--- src/rtl/p4_router_pkg.sv ---
// Shared constants and types for the P4 router egress path.
// The scheduler and its arbiter import everything from here.
package p4_router_pkg;

  localparam int NUM_QUEUES_PER_EGR_PORT = 4;
  localparam int DQ_LATENCY              = 4;

  typedef enum logic [1:0] {
    IDLE = 2'd0,
    ARB  = 2'd1,
    REQ  = 2'd2
  } sched_state_t;

  // Port/queue pair carried on the dequeue request and notification buses.
  typedef struct packed {
    logic [4:0] port;
    logic [1:0] queue;
  } dq_sel_t;

endpackage

--- src/rtl/p4_router_rr_arb.sv ---
// Rotating-priority arbiter: the search starts one past 'last' and wraps.
// Produces a one-hot grant, its index and an any-grant flag.
module p4_router_rr_arb #(
  parameter  int N  = 8,
  localparam int IW = (N > 1) ? $clog2(N) : 1
) (
  input  logic [N-1:0]  req,
  input  logic [IW-1:0] last,
  output logic [N-1:0]  gnt,
  output logic [IW-1:0] gnt_idx,
  output logic          gnt_vld
);

  // Walk from the farthest position to the nearest, so the nearest hit wins.
  always_comb begin
    gnt     = '0;
    gnt_idx = '0;
    gnt_vld = 1'b0;
    for (int i = N; i >= 1; i--) begin
      if (req[(int'(last) + i) % N]) begin
        gnt_idx = IW'((int'(last) + i) % N);
        gnt_vld = 1'b1;
      end
    end
    if (gnt_vld) gnt[gnt_idx] = 1'b1;
  end

endmodule

--- src/rtl/p4_router_egr_scheduler.sv ---
// Egress dequeue scheduler: round-robin across ports, strict priority across
// queues, with per-queue accounting of dequeues not yet notified.
module p4_router_egr_scheduler
  import p4_router_pkg::*;
#(
  parameter int NUM_EGR_PORTS   = 8,
  parameter int NUM_QUEUES      = NUM_QUEUES_PER_EGR_PORT,
  parameter int MAX_OUTSTANDING = 4,
  parameter int PKT_CNT_WIDTH   = 16
) (
  input  logic                                              clk,
  input  logic                                              rst_n,
  input  logic                                              enable,
  input  logic [NUM_EGR_PORTS*NUM_QUEUES*PKT_CNT_WIDTH-1:0] q_pkt_cnt,
  input  logic [NUM_EGR_PORTS-1:0]                          port_ready,
  output logic                                              dq_req_valid,
  input  logic                                              dq_req_ready,
  output logic [4:0]                                        dq_req_port,
  output logic [1:0]                                        dq_req_queue,
  input  logic                                              dq_notif_valid,
  input  logic [4:0]                                        dq_notif_port,
  input  logic [1:0]                                        dq_notif_queue,
  output logic                                              sched_idle,
  output logic                                              notif_err
);

  localparam int PW  = $clog2(MAX_OUTSTANDING + 1);
  localparam int TW  = PW + $clog2(NUM_QUEUES) + 1;
  localparam int PIW = (NUM_EGR_PORTS > 1) ? $clog2(NUM_EGR_PORTS) : 1;

  sched_state_t state, state_nxt;

  logic [NUM_EGR_PORTS-1:0][NUM_QUEUES-1:0][PW-1:0] pending;
  logic [NUM_EGR_PORTS-1:0][NUM_QUEUES-1:0]         elig, inc, dec, err_hit;
  logic [NUM_EGR_PORTS-1:0][1:0]                    top_q;
  logic [NUM_EGR_PORTS-1:0]                         port_req, gnt;
  logic [PIW-1:0]                                   gnt_idx, rr_ptr;
  logic                                             gnt_vld;
  logic [1:0]                                       gnt_q;
  dq_sel_t                                          req_r;
  logic                                             hs, launch, notif_bad;

  assign hs     = dq_req_valid && dq_req_ready;
  assign launch = (state == ARB) && enable && gnt_vld;

  for (genvar p = 0; p < NUM_EGR_PORTS; p++) begin : g_port
    logic [TW-1:0] tot;
    logic [1:0]    q_sel;

    for (genvar q = 0; q < NUM_QUEUES; q++) begin : g_q
      localparam int IDX = p * NUM_QUEUES + q;

      // Packets still resident beyond those already asked for.
      assign elig[p][q] = q_pkt_cnt[IDX*PKT_CNT_WIDTH +: PKT_CNT_WIDTH]
                          > PKT_CNT_WIDTH'(pending[p][q]);

      assign inc[p][q] = hs && (req_r.port == 5'(p)) && (req_r.queue == 2'(q));
      assign dec[p][q] = dq_notif_valid && (dq_notif_port == 5'(p))
                         && (dq_notif_queue == 2'(q));
      assign err_hit[p][q] = dec[p][q] && !inc[p][q] && (pending[p][q] == '0);

      // A coincident issue and completion cancel; an underflow is swallowed.
      always_ff @(posedge clk or negedge rst_n) begin
        if (!rst_n)
          pending[p][q] <= '0;
        else if (inc[p][q] && !dec[p][q])
          pending[p][q] <= pending[p][q] + PW'(1);
        else if (dec[p][q] && !inc[p][q] && (pending[p][q] != '0))
          pending[p][q] <= pending[p][q] - PW'(1);
      end
    end

    // Highest eligible queue index wins within the port.
    always_comb begin
      tot   = '0;
      q_sel = '0;
      for (int q = 0; q < NUM_QUEUES; q++) begin
        tot = tot + TW'(pending[p][q]);
        if (elig[p][q]) q_sel = 2'(q);
      end
    end

    assign top_q[p]    = q_sel;
    assign port_req[p] = port_ready[p] && (tot < TW'(MAX_OUTSTANDING)) && (|elig[p]);
  end

  p4_router_rr_arb #(.N(NUM_EGR_PORTS)) u_rr_arb (
    .req     (port_req),
    .last    (rr_ptr),
    .gnt     (gnt),
    .gnt_idx (gnt_idx),
    .gnt_vld (gnt_vld)
  );

  always_comb begin
    gnt_q = '0;
    for (int p = 0; p < NUM_EGR_PORTS; p++)
      if (gnt[p]) gnt_q = top_q[p];
  end

  // FSM: state register
  always_ff @(posedge clk or negedge rst_n) begin
    if (!rst_n) state <= IDLE;
    else        state <= state_nxt;
  end

  // FSM: next state; an issued request always completes before IDLE.
  always_comb begin
    state_nxt = state;
    unique case (state)
      IDLE:    if (enable) state_nxt = ARB;
      ARB:     if (!enable) state_nxt = IDLE;
               else if (gnt_vld) state_nxt = REQ;
      REQ:     if (dq_req_ready) state_nxt = enable ? ARB : IDLE;
      default: state_nxt = IDLE;
    endcase
  end

  // FSM: outputs
  always_comb begin
    dq_req_valid = (state == REQ);
    sched_idle   = (state == IDLE) && (pending == '0);
  end

  assign notif_bad = (dq_notif_valid && ((32'(dq_notif_port) >= 32'(NUM_EGR_PORTS))
                                      || (32'(dq_notif_queue) >= 32'(NUM_QUEUES))))
                     || (|err_hit);

  always_ff @(posedge clk or negedge rst_n) begin
    if (!rst_n) begin
      req_r     <= '0;
      rr_ptr    <= PIW'(NUM_EGR_PORTS - 1);
      notif_err <= 1'b0;
    end else begin
      if (launch) req_r <= '{port: 5'(gnt_idx), queue: gnt_q};
      if (hs)     rr_ptr <= PIW'(req_r.port);
      if (notif_bad) notif_err <= 1'b1;
    end
  end

  assign dq_req_port  = req_r.port;
  assign dq_req_queue = req_r.queue;

endmodule

--- config.mk ---
export PLATFORM = sky130hd
export DESIGN_NAME = p4_router_egr_scheduler
export DESIGN_NICKNAME = d
export VERILOG_FILES = /design/src/rtl/p4_router_pkg.sv /design/src/rtl/p4_router_rr_arb.sv /design/src/rtl/p4_router_egr_scheduler.sv
export SDC_FILE = /design/constraint.sdc
export NUM_CORES = 1
export LEC_CHECK = 0
export ABC_AREA = 1
export CORE_ASPECT_RATIO = 0.5
export CORE_MARGIN = 2
export CORE_UTILIZATION = 41
export CTS_CLUSTER_DIAMETER = 200
export DETAILED_ROUTE_END_ITERATION = 7
export GPL_TIMING_DRIVEN = 1
export PLACE_DENSITY = 0.89
export SYNTH_ARGS = -nofsm -noshare
export SYNTH_HDL_FRONTEND = slang
export SYNTH_SLANG_ARGS = --single-unit
--- constraint.sdc ---
create_clock -name clk -period 3.8 [get_ports clk]
set_input_delay 0.57 -clock clk [delete_from_list [all_inputs] [get_ports clk]]
set_output_delay 0.57 -clock clk [all_outputs]
set_load 0.03 [all_outputs]
==> metrics.txt, run 1 <==
outcome finished with violations; failing checks negative setup slack; R2R Setup Slk -0.53 ns; largest net degree at the start of global routing 58; HP Class in -> async; layout cells sized above 1 0.1202; io pins 542; dpl hpwl 41.86 mm; drt first pass iters 7; first-pass GRT wire length 76.58 mm; gpl congestion 0.9418; Starting DRT DRC Count 1113; most common cell after layout, fill and taps aside clkdlybuf4s50_1; synth warn 0; vias in the first global route 15590; Highest Clock Rate 231.2 MHz; Die Area 34650 um2; pwr/cell area 645.0 nW/um2; hold_ws 0.2962 ns; register area share after synthesis 0.1977; CP most frequent cell nand2_1; area of the core 32810 um2; Worst-Margin Slew 0.8982 ns; per-cell routed wire length 15.44 um; Initial Util 0.4134; row cnt 47; H-tree Lvls 3; Startpoint Class flip-flop; Worst-path clk slew 0.08 ns; Post-Route WL 48.84 mm; Via density 4.861; CP max-delay cell fa_1; Hold Fails Final Rpt 0; worst r2r path cells 29; critical path class reg -> reg; Max Buffers Root-to-Sink 2; Synth Instances 2014; CTS tree yes; final setup vio count 6; crit path time final 4.325 ns; slowest stage delay, CP 0.54 ns; chip width 261.2 um; Critical Path RT 4.07 ns; final worst-path cycle share 1.138; arrival time at the worst endpoint 4.59 ns; Port Buffers 539; GR Util All Layers 0.2794; Mapped Area 13570 um2; Worst R2R End dq_req_queue[1]; Yosys reg bits 107; DRC violations left 0; remaining global-route overflow 0; worst setup margin -0.5253 ns; synth unique cells 49; VDD IR-drop max 0.6338 mV; initial antenna violation count 1; Max Cap Viol 0; most frequent cells in the layout 537 x clkdlybuf4s50_1, 409 x inv_1, 403 x nand2_1; filler instances 2659; area delta synth->final 57.17%; clk_lat worst skew 0.37 ns; area of the multi-input gates 9513 um2; Worst Path Max Fanout 4; via count 15380; LEAKAGE 10.14 nW; root buf cell clkbuf_16; FF-to-FF Start pending[49]; Avg Synthesized Cell Area 6.736 um2; Critical Path End Type flip-flop; relative slew slack 0.3966; Max Slew Vio Count 0; layout net count 3442; CTS Buf Count 9; clock skew 0.01094 ns; clock tree sinks 107; FF/Latch Area 2681 um2; Antenna Nets Post-Route 0; unrepaired setup endpoints after global routing yes; Layout Utilization 0.6497; Die Height 132.6 um
[layer usage]
| metal | vias up | global-route usage | share of wire |
|---|---|---|---|
| li1 | 7612 | - | - |
| met1 | 7112 | 0.3521 | 0.42 |
| met2 | 539 | 0.4735 | 0.48 |
| met3 | 117 | 0.07011 | 0.077 |
| met4 | 0 | 0.08018 | 0.028 |
| met5 | - | 0 | 0 |
[power by group]
group / switching (mW) / leakage (nW) / internal [mW]
registers: 0.470 / 1.17 / 1.61
clock network: 0.455 / 0.130 / 0.483
logic: 5.93 / 8.84 / 4.80
total: 6.86 / 10.1 / 6.89
[logic make-up (layout without fill, tap and decap cells)]
kind of cell / Yosys count / in the layout / synth area share
buffers and inverters: 454 / 1159 / 0.1277
flip-flops: 107 / 107 / 0.1977
AND/OR/NAND/NOR: 1050 / 1051 / 0.3324
AO/OA/AOI/OAI: 109 / 109 / 0.04898
multiplexers: 32 / 32 / 0.02647
adder cells (fa/ha/maj): 194 / 194 / 0.2232
other: 1 / 4 / 0.0002764
XOR/XNOR: 67 / 67 / 0.04326
[how the worst max path moves through the flow]
stage                            from              end  slack (ns)  depth (start not counted)
after floorplan            pending[1]  dq_req_queue[1]       -0.03                         30
final                     pending[49]  dq_req_queue[1]       -0.53                         29
after global placement    pending[49]  dq_req_queue[0]       -0.41                         30
after detailed placement  pending[49]  dq_req_queue[0]       -0.53                         30
after CTS                 pending[55]  dq_req_queue[0]       -0.45                         30
after global routing      pending[73]  dq_req_queue[1]       -0.77                         28
[registers in the layout, summed over array words and instances (netlist names)]
| signal | cells |
|---|---|
| dq_req_port | 3 |
| dq_req_queue | 2 |
| notif_err | 1 |
| pending | 96 |
| rr_ptr | 3 |
| state | 2 |
[cells in the mapped netlist (all sizes together)]
cell type	instances	area (um2)
nand3b	9	67.56
xor2	66	578.1
and2	7	43.80
mux2	31	349.1
a31o	3	26.28
nand2	424	1660
clkinv	11	42.54
clkbuf	2	7.510
nor4	13	81.33
fa	80	1602
buf	6	40.04
o21bai	6	45.04
nand4	23	143.9
mux2i	1	10.01
and3	1	6.260
o21ai	49	245.2
a32o	1	10.01
nor3	45	235.2
ha	114	1426
conb	1	3.750
inv	435	1643
or2	5	31.28
nor2	366	1409
nand3	157	830.8
o211ai	11	82.58
a2111o	1	11.26
a21oi	25	140.1
a311oi	8	70.07
o31ai	2	15.01
dfstp	3	78.83
a31oi	3	18.77
dfrtp	104	2603
xnor2	1	8.760
[cell type report]
type,count,share of cell area
antenna,2,0.0002347
clock buffer,15,0.01256
clock inverter,1,0.0003521
inverter,446,0.07946
multi-input combinational,1455,0.4462
sequential,107,0.1258
tap,441,0.02588
timing repair buffer,697,0.3096
[stage by stage]
step                      area (um2)  power, mW  instances  TNS (ns)  worst slack, ns
final                          21320      13.75       3164    -2.131          -0.5253
after global routing           21320      15.10       3162    -3.480          -0.7742
after CTS                      21080      13.14       3154    -1.359          -0.4466
after detailed placement       20570      11.66       3131    -2.091          -0.5251
after global placement         20570      11.19       3131    -1.627          -0.4146
after floorplan                13590      8.045       2015  -0.05051         -0.02567
[timing repair]
| item | in CTS | in global routing |
|---|---|---|
| endpoints found under the hold margin | 0 | 0 |
| hold buffers | 0 | 0 |
| setup endpoints to repair | 6 | 8 |
| gates cloned | 1 | 0 |
| buffers inserted | 6 | 8 |
| resized for setup | 46 | 46 |
| pin swaps | 25 | 42 |
[worst max-delay path, delay by kind of cell (launching register included)]
family	cells	cell delay, ns
and+or+nand+nor	16	1.27
buffers and inverters	5	0.47
AOI/OAI and AO/OA	5	0.61
adders and majority gates	3	1.47
DFF	1	0.37
No activity file was read; power rests on OpenSTA's default activity.
==> run 2: changes to the inputs <==
--- a/config.mk
+++ b/config.mk
@@ -12,7 +12,7 @@
 export CTS_CLUSTER_DIAMETER = 200
 export DETAILED_ROUTE_END_ITERATION = 7
 export GPL_TIMING_DRIVEN = 1
-export PLACE_DENSITY = 0.89
+export PLACE_DENSITY = 0.8
 export SYNTH_ARGS = -nofsm -noshare
 export SYNTH_HDL_FRONTEND = slang
 export SYNTH_SLANG_ARGS = --single-unit
==> metrics.txt, run 2 (synthesis results as in run 1) <==
outcome finished with violations; failing checks negative setup slack; worst setup margin -0.4822 ns; Antenna Nets Post-Route 0; unrepaired setup endpoints after global routing yes; VDD IR-drop max 0.5874 mV; Non-Filler Instances 3162; FF-to-FF Start pending[37]; Int Pwr 6.964 mW; Hold Fails Final Rpt 0; pwr/cell area 638.4 nW/um2; row cnt 47; via count 14960; Biggest register pending; crit path time final 4.282 ns; Worst-Margin Slew 0.9400 ns; Initial Util 0.4134; final worst-path cycle share 1.127; LEAKAGE 10.15 nW; sw frac 0.4873; remaining global-route overflow 0; Critical Path End Type flip-flop; Max Buffers Root-to-Sink 2; largest net degree at the start of global routing 67; sequential share of power 0.151; Post-Route WL 46.19 mm; P_sw 6.620 mW; Worst-path clk slew 0.08 ns; gpl congestion 0.9852; relative slew slack 0.3733; slowest stage delay, CP 0.54 ns; Clk pwr share 0.078; Die Height 132.6 um; GR Util All Layers 0.2633; area of the core 32810 um2; Combinational Power Share 0.771; clock tree sinks 107; max reg flops 96; most frequent cells in the layout 537 x clkdlybuf4s50_1, 407 x inv_1, 405 x nand2_1; CTS Hold Bufs 0; final setup vio count 6; Layout Utilization 0.6484; per-cell routed wire length 14.61 um; CP startpoint pending[37]; placed cell count 3134; Startpoint Class flip-flop; arrival time at the worst endpoint 4.55 ns; clk_lat worst skew 0.37 ns; worst r2r path cells 31; drt first pass iters 7; dpl hpwl 40.27 mm; CTS Buf Count 9; Worst Path Max Fanout 6; Die Area 34650 um2; Port Buffers 539; critical path class reg -> reg; area delta synth->final 56.84%; Worst R2R End dq_req_queue[0]; layout cells sized above 1 0.1184; Max Cap Viol 0; clock skew 0.01024 ns; DRC violations left 0; first-pass GRT wire length 72.17 mm; layout net count 3441; Via density 4.730; HP Class in -> async; Highest Clock Rate 233.5 MHz; crit path to dq_req_queue[0]; CTS tree yes; H-tree Lvls 3; most common cell after layout, fill and taps aside clkdlybuf4s50_1; chip width 261.2 um; R2R Setup Slk -0.48 ns; Critical Path RT 4.07 ns; vias in the first global route 14750; CP max-delay cell fa_1; Max Slew Vio Count 0; initial antenna violation count 2; CP most frequent cell nand2_1; root buf cell clkbuf_16; io pins 542; Starting DRT DRC Count 974
==> run 2: cell types whose count changed in the layout (fill, tap and decap cells not counted), sizes merged <==
cell	before	now
bufinv	0	2
clkbuf	15	10
clkinvlp	1	0
diode	2	1
inv	436	440
nand2	425	424
==> run 2: layout make-up <==
cell class | count | area, um2
Fill cell | 2854 | 11540
Multi-Input combinational cell | 1454 | 9437
Timing Repair Buffer | 697 | 6596
Sequential cell | 107 | 2681
Inverter | 446 | 1692
Tap cell | 441 | 551.8
Clock buffer | 10 | 229.0
Clock inverter | 6 | 87.58
Antenna cell | 1 | 2.502
==> run 2: repair_timing <==
item	4_1_cts	5_1_grt
pin swaps	22	44
setup buffers	2	9
setup endpoints to repair	6	8
resized for setup	28	55
==> run 2: how the worst min path moves through the flow <==
stage                           start             end  slack (ns)
after floorplan                 rst_n  dq_req_port[0]        0.27
after global placement      notif_err       notif_err        0.47
after detailed placement  pending[35]     pending[35]        0.49
after CTS                       rst_n      pending[2]        0.37
after global routing            rst_n  dq_req_port[1]        0.41
final                           rst_n      pending[2]        0.33
==> run 2: worst max-delay path: cells and delay by family (launching register included) <==
family | cells | cell delay [ns]
AOI/OAI and AO/OA | 2 | 0.23
adders and majority gates | 3 | 1.45
buffers and inverters | 6 | 0.55
and+or+nand+nor | 20 | 1.59
DFF | 1 | 0.37
==> run 2: stage by stage <==
stage | power, mW | TNS, ns | hold WS, ns | setup WS [ns] | instance area, um2
6_report | 13.58 | -1.797 | 0.3345 | -0.4822 | 21280
5_1_grt | 14.99 | -3.117 | 0.4071 | -0.7609 | 21280
4_1_cts | 12.87 | -1.604 | 0.3674 | -0.4576 | 21010
3_5_place_dp | 11.55 | -1.749 | 0.4892 | -0.4847 | 20590
3_3_place_gp | 11.18 | -1.367 | 0.4744 | -0.4012 | 20590
2_1_floorplan | 8.045 | -0.05051 | 0.2744 | -0.02567 | 13590
==> run 2: power groups by stage <==
stage	Sequential, mW	Clock [mW]	Combinational, mW
after detailed placement	2.05	0	9.50
after CTS	2.04	1.08	9.76
after floorplan	2.17	0	5.87
after global routing	2.11	1.12	11.8
after global placement	2.02	0	9.16
final	2.05	1.06	10.5
==> run 2: metal layers <==
metal,vias to the layer above,global-route usage,share of wire
li1,7605,-,-
met1,6804,0.3374,0.42
met2,465,0.4530,0.47
met3,80,0.05996,0.080
met4,2,0.05713,0.022
met5,-,0,0.00030
